[config.mk]
export PLATFORM = sky130hd
export DESIGN_NAME = if_stage
export DESIGN_NICKNAME = d
export VERILOG_FILES = /design/src/rtl/if_stage.sv
export SDC_FILE = /design/constraint.sdc
export NUM_CORES = 1
export LEC_CHECK = 0
export ABC_CLOCK_PERIOD_IN_PS = 8950
export CAP_MARGIN = 20
export CORE_MARGIN = 5
export CORE_UTILIZATION = 35
export DETAILED_ROUTE_END_ITERATION = 8
export DONT_BUFFER_PORTS = 1
export PLACE_DENSITY = 0.5
export RECOVER_POWER = 100
export SETUP_SLACK_MARGIN = 0.15
export SLEW_MARGIN = 40
export SYNTH_ARGS = -nofsm -noshare
export SYNTH_HDL_FRONTEND = slang
export SYNTH_SLANG_ARGS = --single-unit
[constraint.sdc]
create_clock -name clk -period 8.95 [get_ports clk]
set_input_delay 0.4475 -clock clk [delete_from_list [all_inputs] [get_ports clk]]
set_output_delay 0.4475 -clock clk [all_outputs]
set_load 0.05 [all_outputs]
[src/rtl/if_stage.sv]
// Instruction fetch stage: owns the PC, keeps at most one request in flight to
// instruction memory, and buffers returned words in a 2-entry FIFO for decode.
module if_stage #(
    parameter logic [31:0] RESET_PC  = 32'h0000_0000,
    parameter logic [31:0] NOP_INSTR = 32'h0000_0013
) (
    input  logic        clk,
    input  logic        rst_n,
    output logic        imem_req_valid,
    input  logic        imem_req_ready,
    output logic [31:0] imem_req_addr,
    input  logic        imem_rsp_valid,
    input  logic [31:0] imem_rsp_data,
    input  logic        redirect_valid,
    input  logic [31:0] redirect_pc,
    output logic        id_valid,
    input  logic        id_ready,
    output logic [31:0] id_instr,
    output logic [31:0] id_pc,
    output logic        o_dbg_state
);
    // Handshakes: a transfer happens on a rising edge where valid & ready are
    // both high; valid never waits on ready, except imem_req_valid which
    // deliberately looks at id_ready so a full FIFO can still sustain 1 IPC.
    typedef enum logic {ST_RUN = 1'b0, ST_DRAIN = 1'b1} state_t;

    state_t      r_state, w_state_nxt;
    logic [31:0] r_pc;
    logic [31:0] r_tag_pc;
    logic        r_out;
    logic [1:0]  r_cnt;
    logic [31:0] r_instr0, r_pc0, r_instr1, r_pc1;

    logic        w_pop, w_rsp, w_push, w_req_en, w_accept, w_rsp_ok;
    logic [2:0]  w_occ;

    assign w_pop    = id_valid & id_ready;
    // A response with nothing outstanding (e.g. left over across reset) is ignored.
    assign w_rsp    = imem_rsp_valid & r_out;
    assign w_push   = w_rsp & (r_state == ST_RUN) & !redirect_valid;
    assign w_occ    = {1'b0, r_cnt} + {2'b00, r_out} - {2'b00, w_pop};
    assign w_rsp_ok = (r_state == ST_DRAIN) ? imem_rsp_valid : (!r_out | imem_rsp_valid);
    assign w_req_en = rst_n & !redirect_valid & w_rsp_ok & (w_occ < 3'd2);
    assign w_accept = w_req_en & imem_req_ready;

    assign imem_req_valid = w_req_en;
    assign imem_req_addr  = r_pc;
    assign id_valid       = (r_cnt != 2'd0);
    assign id_instr       = id_valid ? r_instr0 : NOP_INSTR;
    assign id_pc          = id_valid ? r_pc0 : 32'h0;
    assign o_dbg_state    = r_state;

    always_ff @(posedge clk or negedge rst_n) begin
        if (!rst_n) begin
            r_state <= ST_RUN;
        end else begin
            r_state <= w_state_nxt;
        end
    end

    // DRAIN means the one outstanding response belongs to a squashed path.
    always_comb begin
        w_state_nxt = r_state;
        if (redirect_valid) begin
            w_state_nxt = (r_out & !imem_rsp_valid) ? ST_DRAIN : ST_RUN;
        end else if (w_rsp) begin
            w_state_nxt = ST_RUN;
        end
    end

    always_ff @(posedge clk or negedge rst_n) begin
        if (!rst_n) begin
            r_pc     <= RESET_PC & ~32'h3;
            r_tag_pc <= 32'h0;
            r_out    <= 1'b0;
        end else if (redirect_valid) begin
            r_pc  <= redirect_pc & ~32'h3;
            r_out <= r_out & !imem_rsp_valid;
        end else if (w_accept) begin
            r_pc     <= r_pc + 32'd4;
            r_tag_pc <= r_pc;
            r_out    <= 1'b1;
        end else if (w_rsp) begin
            r_out <= 1'b0;
        end
    end

    // Entry 0 is always the head, so the decode-facing outputs need no muxing by pointer.
    always_ff @(posedge clk or negedge rst_n) begin
        if (!rst_n) begin
            r_cnt    <= 2'd0;
            r_instr0 <= 32'h0;
            r_pc0    <= 32'h0;
            r_instr1 <= 32'h0;
            r_pc1    <= 32'h0;
        end else if (redirect_valid) begin
            r_cnt <= 2'd0;
        end else begin
            case ({w_push, w_pop})
                2'b10: begin
                    if (r_cnt == 2'd0) begin
                        r_instr0 <= imem_rsp_data;
                        r_pc0    <= r_tag_pc;
                    end else begin
                        r_instr1 <= imem_rsp_data;
                        r_pc1    <= r_tag_pc;
                    end
                    r_cnt <= r_cnt + 2'd1;
                end
                2'b01: begin
                    r_instr0 <= r_instr1;
                    r_pc0    <= r_pc1;
                    r_cnt    <= r_cnt - 2'd1;
                end
                2'b11: begin
                    if (r_cnt == 2'd1) begin
                        r_instr0 <= imem_rsp_data;
                        r_pc0    <= r_tag_pc;
                    end else begin
                        r_instr0 <= r_instr1;
                        r_pc0    <= r_pc1;
                        r_instr1 <= imem_rsp_data;
                        r_pc1    <= r_tag_pc;
                    end
                end
                default: ;
            endcase
        end
    end

    a_no_overflow: assert property (@(posedge clk) disable iff (!rst_n)
        !(w_push && !w_pop && r_cnt == 2'd2));

endmodule

Word-level counts from Yosys, hierarchy flattened
Index checks and enable logic that the tools add are counted.
- input port bits: 70
- output and inout port bits: 99
- flip-flop bits (word level): 196
- logic and storage cells: 72
- reduce and logical (&&, ||, !) cells: 14
- mux-type cells: 24
- equal/unequal tests: 7
- bitwise operators: 12
- magnitude comparators: 1
- $add $sub $neg: 5
- operators by type and width (operator ; count):
    32-bit two-way mux ; 12
    32-bit one-hot mux with 3 select lines ; 2
    32-bit one-hot mux with 2 select lines ; 2
    32-bit by 3-bit adder with 32-bit output (second input constant) ; 1
    1-bit AND ; 9
    3-bit nonzero test ; 3
    2-bit nonzero test ; 4
    1-bit two-way mux ; 6
    2-bit inequality test (second input constant) ; 3
    2-bit by 1-bit == test with 1-bit output (second input constant) ; 2
    2-bit == test (second input constant) ; 2
    2-bit one-hot mux with 2 select lines ; 1
    4-bit AND reduction ; 1
    2-bit by 1-bit adder with 3-bit output ; 1
    1-bit zero test ; 3
    3-bit by 2-bit less-than comparator with 1-bit output (second input constant) ; 1
    3-bit AND reduction ; 1
    3-bit by 1-bit subtractor with 3-bit output ; 1
    2-bit by 1-bit adder with 2-bit output (second input constant) ; 1
    2-bit zero test ; 1
    2-bit two-way mux ; 1
    1-bit NOT ; 2
    2-bit AND reduction ; 1
    2-bit by 1-bit subtractor with 2-bit output (second input constant) ; 1
    1-bit bitwise OR ; 1

Longest topological paths before layout
- word-level depth: 8
- gate-level depth with buffers: 14

Least setup slack after synthesis
Ideal clock, no wire load.
- path type: register to output
- start: register r_cnt[1]
- end: output port imem_req_valid
- path slack: 5.148 ns
- stages on the path, launching flop included: 10
- buffers on the path: 1
- data arrival time: 3.354 ns
- cell sequence: dfrtp_1 inv_1 ha_1 nand2b_1 buf_2 xnor2_1 nand2_1 fa_1 xor2_1 nor4_1
- longest elaborated chain between the ends: 5
- elaborated cells between the ends (all ways): 6
- ends and longest elaborated chain (element ; RTL line ; source):
    start: declaration ; 31 ; logic [1:0] r_cnt;
    start signal: assignment ; 108 ; r_cnt <= r_cnt + 2'd1;
    start signal: assignment ; 113 ; r_cnt <= r_cnt - 2'd1;
    branches (longest 2 deep; another with 2-bit by 1-bit adder with 3-bit output) ; n/a ;
    3-bit by 1-bit subtractor with 3-bit output * ; 41 ; assign w_occ = {1'b0, r_cnt} + {2'b00, r_out} - {2'b00, w_pop};
    3-bit by 2-bit less-than comparator with 1-bit output * ; 43 ; assign w_req_en = rst_n & !redirect_valid & w_rsp_ok & (w_occ < 3'd2);
    1-bit AND * ; 43 ;
    end: declaration ; 9 ; output logic imem_req_valid,
Mark *: on every way between the ends.

Worst setup path in the final report
- start: register r_cnt[1]
- end: register r_instr0[27]
- longest elaborated chain between the ends: 5
- elaborated cells between the ends (all ways): 12
- ends and longest elaborated chain (element ; RTL line ; source):
    2-bit nonzero test ; 48 ; assign id_valid = (r_cnt != 2'd0);
    1-bit AND ; 37 ; assign w_pop = id_valid & id_ready;
    2-bit == test or 2-bit by 1-bit == test with 1-bit output (tied branches) ; 99 ; case ({w_push, w_pop})
    2-bit inequality test (no source line) or 3-bit nonzero test (tied branches) ; n/a ;
    3-bit AND reduction (no source line) ; n/a ;
    end signal: assignment ; 102 ; r_instr0 <= imem_rsp_data;
    end signal: assignment ; 111 ; r_instr0 <= r_instr1;
    end signal: assignment ; 117 ; r_instr0 <= imem_rsp_data;
    end: declaration ; 32 ; logic [31:0] r_instr0, r_pc0, r_instr1, r_pc1;
Several ways; a longest one is shown, not always the timed one.
A chain may end at the register's enable or synchronous reset.

==> results.sh <==
export IMPL_grt_overflow=0
export IMPL_criticalPathCategory="reg -> reg"
export IMPL_r2r_end="r_instr0[27]$_DFFE_PN0P_"
export IMPL_die_area_sq_mm=0.02823
export IMPL_cts_tree="yes"
export IMPL_grt_usage_pct=14.75
export IMPL_cp_max_fo=88
export IMPL_cts_setup_buffers=0
export IMPL_rows=57
export IMPL_ys_ff_latch=188
export IMPL_stdcell_area_sq_mm=0.009598
export IMPL_synthTopCellsByCount="190 x nand2_1, 188 x dfrtp_1, 86 x o21ai_0"
export IMPL_cp_required_ns=9.10
export IMPL_place_ws_ns=4.556
export IMPL_r2r_start="r_cnt[1]$_DFFE_PN0P_"
export IMPL_hold_violations=0
export IMPL_slew_violations=204
export IMPL_insertion_delay_ns=0.43
export IMPL_grt_pass1_wl_microns=33440
export IMPL_num_vias=5732
export IMPL_wirelength_microns=20360
export IMPL_cp_arrival_ns=5.67
export IMPL_ios=169
export IMPL_synth_top_cell_by_area="dfrtp_1"
export IMPL_slew_headroom_pct=-154.3
export IMPL_grt_max_degree=189
export IMPL_antenna_cells=0
export IMPL_gp_congestion=0.7339
export IMPL_syn_area_per_cell_sq_um=10.42
export IMPL_cts_path_max_buffers=2
export IMPL_fin_setup_tns_ns=0
export IMPL_numCtsBuffers=17
export IMPL_crit_slowest_cell="clkbuf_1"
export IMPL_die_width_microns=168.0
export IMPL_synthXorXnorAreaFrac_pct=1.403
export IMPL_synth_fa_ha_area_share_pct=0.6585
export IMPL_drt_initial_drc_count=259
export IMPL_start_util_pct=35.73
export IMPL_critPathCaptureType="register"
export IMPL_layout_setup_ws_ns=3.433
export IMPL_yosys_area_share_simple_pct=17.72
export IMPL_grt_pass1_vias=5768
export IMPL_yosys_warnings=0
export IMPL_rsz0062_at_grt="no"
export IMPL_drv_cap=4
export IMPL_coreArea_sq_mm=0.02446
export IMPL_muxShareOfSynthArea_pct=15.70
export IMPL_io_buffers=0
export IMPL_tightest_slew_ns=3.814
export IMPL_path_cells="inv_1 -> ha_1 -> buf_6 -> nand2b_1 -> nor2_1 -> a21oi_1 -> clkbuf_1 -> o21ai_0"
export IMPL_hold_path_depth=1
export IMPL_root_buffer="clkbuf_16"
export IMPL_wl_per_cell_microns=17.63
export IMPL_synth_most_common_cell="nand2_1"
export IMPL_p_leak_uw=0.004251
export IMPL_hold_end="r_out$_DFFE_PN0P_"
export IMPL_violations="capacitance limit, slew limit"
export IMPL_ys_flop_type="dfrtp_1"
export IMPL_antenna_found_initial=0
export IMPL_async_flop_share_pct=100.0
export IMPL_crit_buf_inv=3
export IMPL_synth_compound_area_share_pct=7.386
export IMPL_p_per_area_mw_per_mm2=344.8
export IMPL_syn_area_sq_mm=0.008741
export IMPL_synthCells=839
export IMPL_drc=0
export IMPL_clock_skew_ns=0.01377
export IMPL_synth_top_area_share_pct=53.82
export IMPL_layout_nets=892
export IMPL_synth_cell_types=44
export IMPL_areaGrowthSynthToFinish_pct=9.805
export IMPL_rrSetupSlack_ns=3.43
export IMPL_synth_edf_count=0
export IMPL_drive_above_1_share_pct=13.36
export IMPL_fmax_mhz=181.2
export IMPL_period_share_pct=61.65
export IMPL_yosys_top_cells_area="dfrtp_1 54%, mux2_2 8.4%, nand2_1 8.2%, mux2i_1 7.3%, o21ai_0 4.9%"
export IMPL_fin_crit_ns=5.517
export IMPL_dpl_cell_area_sq_mm=0.009174
export IMPL_die_h_microns=168.0
export IMPL_path_delay_family="buffers and inverters"
export IMPL_min_from="imem_rsp_valid"
export IMPL_ys_seq_area_share_pct=53.82
export IMPL_cts_resized=0
export IMPL_ant_nets=0
export IMPL_hold_buffers=1
export IMPL_cpPeakStageDelay_ns=2.46
export IMPL_viasPerCell=4.963
export IMPL_h_tree_depth=4
export IMPL_firstDrtPassIters=5
export IMPL_dp_hpwl_microns=13070
export IMPL_setup_violations=0
export IMPL_hp_class="in -> reg"
export IMPL_peakVddDrop_mv=0.1456
export IMPL_start_kind="register"
export IMPL_clock_sinks=188
export IMPL_ff2ff_path_depth=8
export IMPL_status="finished, violations left"
export IMPL_path_clk_slew_ns=0.07
export IMPL_synth_top_family_by_area="simple AND/OR/NAND/NOR gates"
[where the power goes]
group          total [uW]  switching (uW)  internal (uW)
Clock                 732             357            375
Sequential           1430             265           1170
Combinational        1140             772            372
[how the worst max path moves through the flow]
| stage | startpoint | to | cells after the start |
|---|---|---|---|
| floorplan | r_cnt[1]$_DFFE_PN0P_ | imem_req_valid | 9 |
| global placement | r_cnt[1]$_DFFE_PN0P_ | imem_req_addr[27]$_DFFE_PN0P_ | 12 |
| detailed placement | r_cnt[1]$_DFFE_PN0P_ | imem_req_addr[27]$_DFFE_PN0P_ | 12 |
| CTS | r_cnt[1]$_DFFE_PN0P_ | imem_req_addr[27]$_DFFE_PN0P_ | 12 |
| global route | r_cnt[1]$_DFFE_PN0P_ | r_pc0[2]$_DFFE_PN0P_ | 8 |
| finish | r_cnt[1]$_DFFE_PN0P_ | r_instr0[27]$_DFFE_PN0P_ | 8 |
[stage by stage]
step / total power, uW / hold slack, ns / cells / utilization, %
2_1_floorplan: 2376 / 0.1519 / 842 / -
3_3_place_gp: 2575 / 0.1585 / 1118 / 36.76
3_5_place_dp: 2679 / 0.1606 / 1119 / 37.50
4_1_cts: 3449 / 0.07423 / 1152 / 39.93
5_1_grt: 3559 / 0.07461 / 1155 / 39.24
6_report: 3309 / 0.1215 / 1155 / 39.24
[worst reg2reg max path, delay by kind of cell, from the launching register on]
family	cells	cell delay (ns)
buffers and inverters	3	3.03
AO/OA/AOI/OAI	2	1.14
AND/OR/NAND/NOR	2	0.48
flip-flops	1	0.44
adder cells (fa/ha/maj)	1	0.17
[cells in the final DEF (no fill, tap or decap), types with 4 or more instances in the layout]
master | Yosys | routed
nand2_1 | 190 | 189
dfrtp_1 | 188 | 188
o21ai_0 | 86 | 86
mux2_2 | 65 | 65
mux2i_1 | 64 | 64
nor2b_1 | 59 | 59
nand4_1 | 17 | 17
clkbuf_16 | 0 | 17
nor2_1 | 16 | 16
nand3_1 | 12 | 12
xor2_1 | 8 | 8
and3_1 | 7 | 7
o211ai_1 | 7 | 7
inv_1 | 6 | 6
xnor2_1 | 6 | 6
a21oi_1 | 7 | 6
clkbuf_1 | 21 | 6
or3_1 | 5 | 5
o311ai_0 | 2 | 4
conb_1 | 1 | 4
clkinv_4 | 0 | 4
inv_8 | 0 | 4
[area by class of cell]
type,count,area [sq um]
tap,324,405.4
clock inverter,14,126.4
inverter,7,26.28
clock buffer,18,439.2
multi-input combinational,592,3762
sequential,188,4705
timing repair buffer,12,133.9
fill,2471,14860
[registers in the layout (all words and copies together) (netlist names)]
register,cells
r_instr0,32
r_instr1,32
imem_req_addr,30
r_pc0,30
r_pc1,30
r_tag_pc,30
r_cnt,2
o_dbg_state,1
r_out,1
[logic make-up after synthesis]
| family | Yosys count |
|---|---|
| other cells | 1 |
| compound gates | 115 |
| xor+xnor | 14 |
| mux | 129 |
| fa+ha+maj | 4 |
| flops | 188 |
| buf+inv | 62 |
| simple gates | 326 |
[per-layer routing]
layer | vias to the layer above | share of wire (%) | GRT usage (%) | routed length [microns]
met5 | - | 0 | 0 | 0
met4 | 0 | 0.85 | 3.387 | 173
met3 | 10 | 6.8 | 4.549 | 1384
met2 | 141 | 42 | 20.91 | 8569
met1 | 2754 | 50 | 22.07 | 10240
li1 | 2827 | - | - | -
No activity file was read; power rests on OpenSTA's default activity.
